`src/rtl/alu_ctrl_pkg.sv`:
```
// Shared ALU control-code constants, sequencer state encodings and op-field positions.
// Used by the sequencer, the ALU and the decode unit.
package alu_ctrl_pkg;

  localparam logic [2:0] ALU_AND = 3'b000;
  localparam logic [2:0] ALU_OR  = 3'b001;
  localparam logic [2:0] ALU_ADD = 3'b010;
  localparam logic [2:0] ALU_SUB = 3'b110;
  localparam logic [2:0] ALU_SLT = 3'b111;

  localparam int OP_MUL_BIT  = 3;
  localparam int OP_CTRL_MSB = 2;

  typedef enum logic [1:0] {
    ST_IDLE = 2'd0,
    ST_EXEC = 2'd1,
    ST_MUL  = 2'd2,
    ST_RESP = 2'd3
  } state_e;

  function automatic logic ctrl_legal(input logic [2:0] code);
    case (code)
      ALU_AND, ALU_OR, ALU_ADD, ALU_SUB, ALU_SLT: ctrl_legal = 1'b1;
      default:                                     ctrl_legal = 1'b0;
    endcase
  endfunction

endpackage

```
`src/rtl/alu_mul_iter.sv`:
```
// Shift-and-add multiply state: accumulator, shifted multiplicand, multiplier and
// iteration counter. The add itself is done by the shared ALU (acc + mcand).
module alu_mul_iter #(
  parameter int DATA_W = 8,
  parameter int MUL_IT = DATA_W
) (
  input  logic              clk,
  input  logic              rst,
  input  logic              load,
  input  logic              step,
  input  logic [DATA_W-1:0] mcand_in,
  input  logic [DATA_W-1:0] mplier_in,
  input  logic [DATA_W-1:0] alu_result,
  output logic [DATA_W-1:0] acc,
  output logic [DATA_W-1:0] mcand,
  output logic [DATA_W-1:0] acc_nxt,
  output logic              done
);

  localparam int CNT_W = $clog2(MUL_IT + 1);

  logic [DATA_W-1:0] acc_r;
  logic [DATA_W-1:0] mcand_r;
  logic [DATA_W-1:0] mplier_r;
  logic [CNT_W-1:0]  cnt_r;

  assign acc     = acc_r;
  assign mcand   = mcand_r;
  assign acc_nxt = mplier_r[0] ? alu_result : acc_r;
  assign done    = (cnt_r == CNT_W'(MUL_IT - 1));

  // One multiplier bit retired per step; the final edge is signalled by done.
  always_ff @(posedge clk or posedge rst) begin
    if (rst) begin
      acc_r    <= '0;
      mcand_r  <= '0;
      mplier_r <= '0;
      cnt_r    <= '0;
    end else if (load) begin
      acc_r    <= '0;
      mcand_r  <= mcand_in;
      mplier_r <= mplier_in;
      cnt_r    <= '0;
    end else if (step) begin
      acc_r    <= acc_nxt;
      mcand_r  <= {mcand_r[DATA_W-2:0], 1'b0};
      mplier_r <= {1'b0, mplier_r[DATA_W-1:1]};
      cnt_r    <= cnt_r + CNT_W'(1);
    end else begin
      acc_r    <= acc_r;
      mcand_r  <= mcand_r;
      mplier_r <= mplier_r;
      cnt_r    <= cnt_r;
    end
  end

endmodule

```
`src/rtl/alu_op_sequencer.sv`:
```
// Issue controller for the shared ALU: request/response handshakes around one op at a time.
// Define ALU_MUL_SEQ_EN to build the multi-cycle multiply sequenced through ALU ADDs.
module alu_op_sequencer
  import alu_ctrl_pkg::*;
#(
  parameter int DATA_W = 8,
  parameter int CTRL_W = 3,
  parameter int MUL_IT = DATA_W
) (
  input  logic              clk,
  input  logic              rst,
  input  logic              req_valid,
  output logic              req_ready,
  input  logic [3:0]        req_op,
  input  logic [DATA_W-1:0] req_a,
  input  logic [DATA_W-1:0] req_b,
  output logic [CTRL_W-1:0] alu_ctrl,
  output logic [DATA_W-1:0] alu_a,
  output logic [DATA_W-1:0] alu_b,
  input  logic [DATA_W-1:0] alu_result,
  input  logic              alu_zero,
  output logic              rsp_valid,
  input  logic              rsp_ready,
  output logic [DATA_W-1:0] rsp_result,
  output logic              rsp_zero,
  output logic              rsp_err,
  output logic              busy
);

  state_e            state_r;
  logic [CTRL_W-1:0] ctrl_r;
  logic [DATA_W-1:0] a_r;
  logic [DATA_W-1:0] b_r;
  logic              accept_s;
  logic              is_mul_s;
  logic              legal_s;

  assign accept_s = req_valid & req_ready;
  assign legal_s  = ~req_op[OP_MUL_BIT] & ctrl_legal(req_op[OP_CTRL_MSB:0]);

`ifdef ALU_MUL_SEQ_EN
  logic [DATA_W-1:0] mul_acc_s;
  logic [DATA_W-1:0] mul_mcand_s;
  logic [DATA_W-1:0] mul_acc_nxt_s;
  logic              mul_done_s;

  assign is_mul_s = req_op[OP_MUL_BIT];

  alu_mul_iter #(.DATA_W(DATA_W), .MUL_IT(MUL_IT)) u_mul (
    .clk        (clk),
    .rst        (rst),
    .load       (accept_s & is_mul_s),
    .step       (state_r == ST_MUL),
    .mcand_in   (req_a),
    .mplier_in  (req_b),
    .alu_result (alu_result),
    .acc        (mul_acc_s),
    .mcand      (mul_mcand_s),
    .acc_nxt    (mul_acc_nxt_s),
    .done       (mul_done_s)
  );

  // During a multiply the ALU adds acc + mcand; otherwise it sees the latched op.
  always_comb begin
    alu_ctrl = ctrl_r;
    alu_a    = a_r;
    alu_b    = b_r;
    if (state_r == ST_MUL) begin
      alu_ctrl = CTRL_W'(ALU_ADD);
      alu_a    = mul_acc_s;
      alu_b    = mul_mcand_s;
    end else begin
      alu_ctrl = ctrl_r;
      alu_a    = a_r;
      alu_b    = b_r;
    end
  end
`else
  assign is_mul_s = 1'b0;
  assign alu_ctrl = ctrl_r;
  assign alu_a    = a_r;
  assign alu_b    = b_r;
`endif

  // Sequencer FSM; ALU drive registers return to AND/0/0 outside EXEC.
  always_ff @(posedge clk or posedge rst) begin
    if (rst) begin
      state_r    <= ST_IDLE;
      req_ready  <= 1'b1;
      busy       <= 1'b0;
      ctrl_r     <= CTRL_W'(ALU_AND);
      a_r        <= '0;
      b_r        <= '0;
      rsp_valid  <= 1'b0;
      rsp_result <= '0;
      rsp_zero   <= 1'b0;
      rsp_err    <= 1'b0;
    end else begin
      case (state_r)
        ST_IDLE: begin
          if (accept_s) begin
            req_ready <= 1'b0;
            busy      <= 1'b1;
            if (is_mul_s) begin
              state_r <= ST_MUL;
            end else if (legal_s) begin
              state_r <= ST_EXEC;
              ctrl_r  <= req_op[CTRL_W-1:0];
              a_r     <= req_a;
              b_r     <= req_b;
            end else begin
              state_r    <= ST_RESP;
              rsp_valid  <= 1'b1;
              rsp_result <= '0;
              rsp_zero   <= 1'b0;
              rsp_err    <= 1'b1;
            end
          end
        end
        ST_EXEC: begin
          state_r    <= ST_RESP;
          ctrl_r     <= CTRL_W'(ALU_AND);
          a_r        <= '0;
          b_r        <= '0;
          rsp_valid  <= 1'b1;
          rsp_result <= alu_result;
          rsp_zero   <= alu_zero;
          rsp_err    <= 1'b0;
        end
`ifdef ALU_MUL_SEQ_EN
        ST_MUL: begin
          if (mul_done_s) begin
            state_r    <= ST_RESP;
            rsp_valid  <= 1'b1;
            rsp_result <= mul_acc_nxt_s;
            rsp_zero   <= (mul_acc_nxt_s == '0);
            rsp_err    <= 1'b0;
          end
        end
`endif
        ST_RESP: begin
          if (rsp_ready) begin
            state_r   <= ST_IDLE;
            rsp_valid <= 1'b0;
            req_ready <= 1'b1;
            busy      <= 1'b0;
          end
        end
        default: begin
          state_r   <= ST_IDLE;
          rsp_valid <= 1'b0;
          req_ready <= 1'b1;
          busy      <= 1'b0;
        end
      endcase
    end
  end

endmodule
```
`config.mk`:
```
export PLATFORM = sky130hd
export DESIGN_NAME = alu_op_sequencer
export DESIGN_NICKNAME = d
export VERILOG_FILES = /design/src/rtl/alu_ctrl_pkg.sv /design/src/rtl/alu_mul_iter.sv /design/src/rtl/alu_op_sequencer.sv
export SDC_FILE = /design/constraint.sdc
export NUM_CORES = 1
export LEC_CHECK = 0
export CAP_MARGIN = 25
export CORE_AREA = 2 2 67 69
export CTS_BUF_LIST = sky130_fd_sc_hd__clkbuf_8 sky130_fd_sc_hd__clkbuf_16
export DETAILED_ROUTE_END_ITERATION = 6
export DIE_AREA = 0 0 69 71
export PLACE_DENSITY = 0.78
export SYNTH_ARGS = -nofsm -noshare
export SYNTH_HDL_FRONTEND = slang
export SYNTH_HIERARCHICAL = 1
export SYNTH_SLANG_ARGS = --single-unit
```
`constraint.sdc`:
```
create_clock -name clk -period 1.69 [get_ports clk]
set_input_delay 0.2535 -clock clk [delete_from_list [all_inputs] [get_ports clk]]
set_output_delay 0.2535 -clock clk [all_outputs]
set_load 0.05 [all_outputs]
```
==> results_dict.tcl <==
set metrics [dict create \
    outcome "finished clean" \
    post_synth_inst_count 176 \
    clock_tree.root_cell "clkbuf_8" \
    synth-seq-cells 34 \
    htreeDepth 2 \
    max_cap_violations 0 \
    post_detailed_route_count_of_antenna_violating_nets 0 \
    synth_sequential_area_ratio 0.4742 \
    intPower_mw 1.342 \
    setup.worst_path.start "req_ready" \
    critical-path-slowest-cell "dfstp_2" \
    achievable-frequency_mhz 646.7 \
    grt_setup_unrepaired "false" \
    iteration_0_drc_markers 185 \
    timing_worst_slew_pin_value_ns 0.6182 \
    io_buffer_count 64 \
    cts_setup_buffers 0 \
    clk_transition_reported_paths_ns 0.07 \
    cts-buffers-inserted 5 \
    finalSetupViolations 0 \
    fill_cells 365 \
    vias_per_cell 5.455 \
    slew_limit_fails 0 \
    syn_avg_cell_area_um2 10.21 \
    finalHoldViolations 0 \
    relSlewSlack 0.5863 \
    path_max_fanout 10 \
    wl_met2_um 2137 \
    pwr-share-clk 0.426 \
    final-seq-area_um2 852.1 \
    antenna-diode-count 0 \
    met1Wirelength_um 2019 \
    synth_flop_cell "dfrtp_1" \
    routed_wire_length_per_instance_um 15.03 \
    design.portCount 65 \
    worst_skew_pair.late_latency_ns 0.28 \
    clock_sinks 34 \
    synth_area_um2 1797 \
    global_route.overflow_total 0 \
    grt_first_pass_wirelength_um 7859 \
    crit_buf_inv 1 \
    totalNegativeSetupSlack_ns 0 \
    drive_above_1_share 0.2771 \
    power.share.combinational 0.100 \
    synth_top_cell_area_share 0.4596 \
    multi_input_comb_area_um2 787.0 \
    first_pass_iters 4 \
    crit_path_end_kind "flip-flop" \
    placement_rows 24 \
    final_replace_weighted_congestion 0.7427 \
    vias_after_detailed_routing 1642 \
    largest_net_degree_at_the_start_of_global_routing 35 \
    fin_nets 281 \
    ctsHoldBuffers 0 \
    totalWireLength_um 4524 \
    postCtsResizedCells 0 \
    finish.utilization 0.6190 \
    net_count_synth 209 \
    initial_utilization 0.4274 \
    worstPathArrival_ns 1.71 \
    highest_layer "met4" \
    synthArstFlopShare 1.000 \
    period_minus_slack_ns 1.546 \
    place.detailed.hpwl_um 3243 \
    die_extent_in_x_um 69 \
    share_seq_of_total_power 0.475 \
    grt_pass1_vias 1626 \
    irDropWorstVdd_v 0.0004435 \
    cts-root-to-sink-buffers 2 \
    critical_path.reg2reg.startpoint "req_ready" \
    synthDistinctLibCells 30 \
    core_region_area_um2 4204 \
    critical_path.cell_chain "a21oi_1, or2_1, buf_4, a221o_1" \
    area_contributors_post_synth "dfrtp_1, o221ai_2, o21ai_0" \
    antenna_found_initial 0 \
    drc 0 \
    cell_type_with_the_largest_total_area_after_synthesis "dfrtp_1" \
    die_height_um 71 \
    power_per_standard_cell_area_nw_per_um2 658.4 \
    area_growth_syn_to_fin_pct 44.85 \
    cellLeakagePower_nw 1.194 \
    critical_path_s_largest_stage_delay_ns 0.59 \
    skew_ns 0.004611 \
    design.die.area_um2 4899 \
    met3RoutedLength_um 319 \
    worstSetupPathType "flip-flop to flip-flop" \
    ys_warns 6 \
    timing.critical_path.required_ns 1.85 \
    critPathTopFamily "flip-flops" \
    final.period_utilization 0.9149 \
    swShare 0.2168 \
    start_kind "flip-flop" \
    worst_hold_path_type "primary input to async pin" \
    cts_tree "built" \
    power.switching_mw 0.3715 \
    grtUsageTotal 0.1999 \
    synth_edf_count 0 \
]
[path summary, 6_finish.rpt]
| check | cells past startpoint | slack (ns) | endpoint |
|---|---|---|---|
| worst max-delay path | 4 | 0.14 | rsp_result[1] |
| worst min-delay path | 3 | 0.36 | alu_a[2] |
| worst max register to register | 4 | 0.14 | rsp_result[1] |
| worst min register to register | 1 | 0.49 | busy |
| max in group asynchronous | 3 | 0.99 | req_ready |
| min in group clk | 1 | 0.49 | busy |
[kinds of logic after synthesis]
group                  Yosys count  share of synthesized area
DFF                             34                     0.4742
and+or+nand+nor                 52                     0.1727
AOI/OAI and AO/OA               55                     0.2653
buffers and inverters           35                    0.08774
[stage by stage]
step                      hold WS (ns)  total power, mW  area [µm²]  instances  setup WS, ns
after global routing            0.4295            1.784        2603        301       0.07098
final                           0.3624            1.714        2603        301        0.1437
after detailed placement        0.4744            1.001        2494        293      -0.07890
after floorplan                 0.3944           0.8933        1797        176       0.01814
after global placement          0.4744           0.9997        2494        293      -0.06885
after CTS                       0.3740            1.736        2603        301        0.1370
[Yosys cell counts (2+ instances only)]
master and number:
a21o_1 2, a221o_1 9, buf_2 3, buf_6 3, clkbuf_1 8, dfrtp_1 33
inv_1 21, nand2_1 20, nand2b_1 11, nand4_1 2, nor4_1 10, o21ai_0 19
o221ai_1 7, o221ai_2 10, o22a_1 2, o311ai_0 2
[worst register-to-register path, stage by stage (launching register included)]
cell     delay [ns]
dfstp_2        0.59
a21oi_1        0.10
or2_1          0.22
buf_4          0.17
a221o_1        0.36
[sequential cells by signal, summed over array words and instances, names as in the netlist]
register,flops
busy,1
rsp_valid,1
alu_ctrl,3
rsp_result,8
rsp_err,1
rsp_zero,1
alu_b,8
alu_a,8
state_r,2
req_ready,1
[placed cells by master (no fill, tap or decap), drive strengths merged, types with 3 or more instances in the layout]
master	synthesis	final
nor4	10	10
o221ai	17	17
buf	6	47
inv	21	21
dfrtp	33	33
clkdlybuf4s50	0	32
nand2	20	20
a221o	9	9
o21ai	19	19
nand2b	11	11
nand4	3	3
clkbuf	8	5
[power groups by stage]
stage               clock, mW  combinational [mW]  sequential (mW)
global route            0.785               0.186            0.813
finish                  0.730               0.171            0.813
floorplan                   0              0.0643            0.829
global placement            0               0.171            0.829
detailed placement          0               0.172            0.829
CTS                     0.750               0.173            0.813
[final cells by class]
| cell class | count | share of cell area |
|---|---|---|
| Multi-Input combinational cell | 107 | 0.3024 |
| Inverter | 21 | 0.03029 |
| Clock inverter | 3 | 0.01538 |
| Tap cell | 52 | 0.02500 |
| Sequential cell | 34 | 0.3274 |
| Clock buffer | 5 | 0.02644 |
| Timing Repair Buffer | 79 | 0.2731 |
[routing by layer]
metal,track usage,up-vias
met5,0,-
met4,0.05882,0
met3,0.06410,6
met2,0.3226,56
met1,0.2594,787
li1,-,793
(Power assumes the default switching activity.)
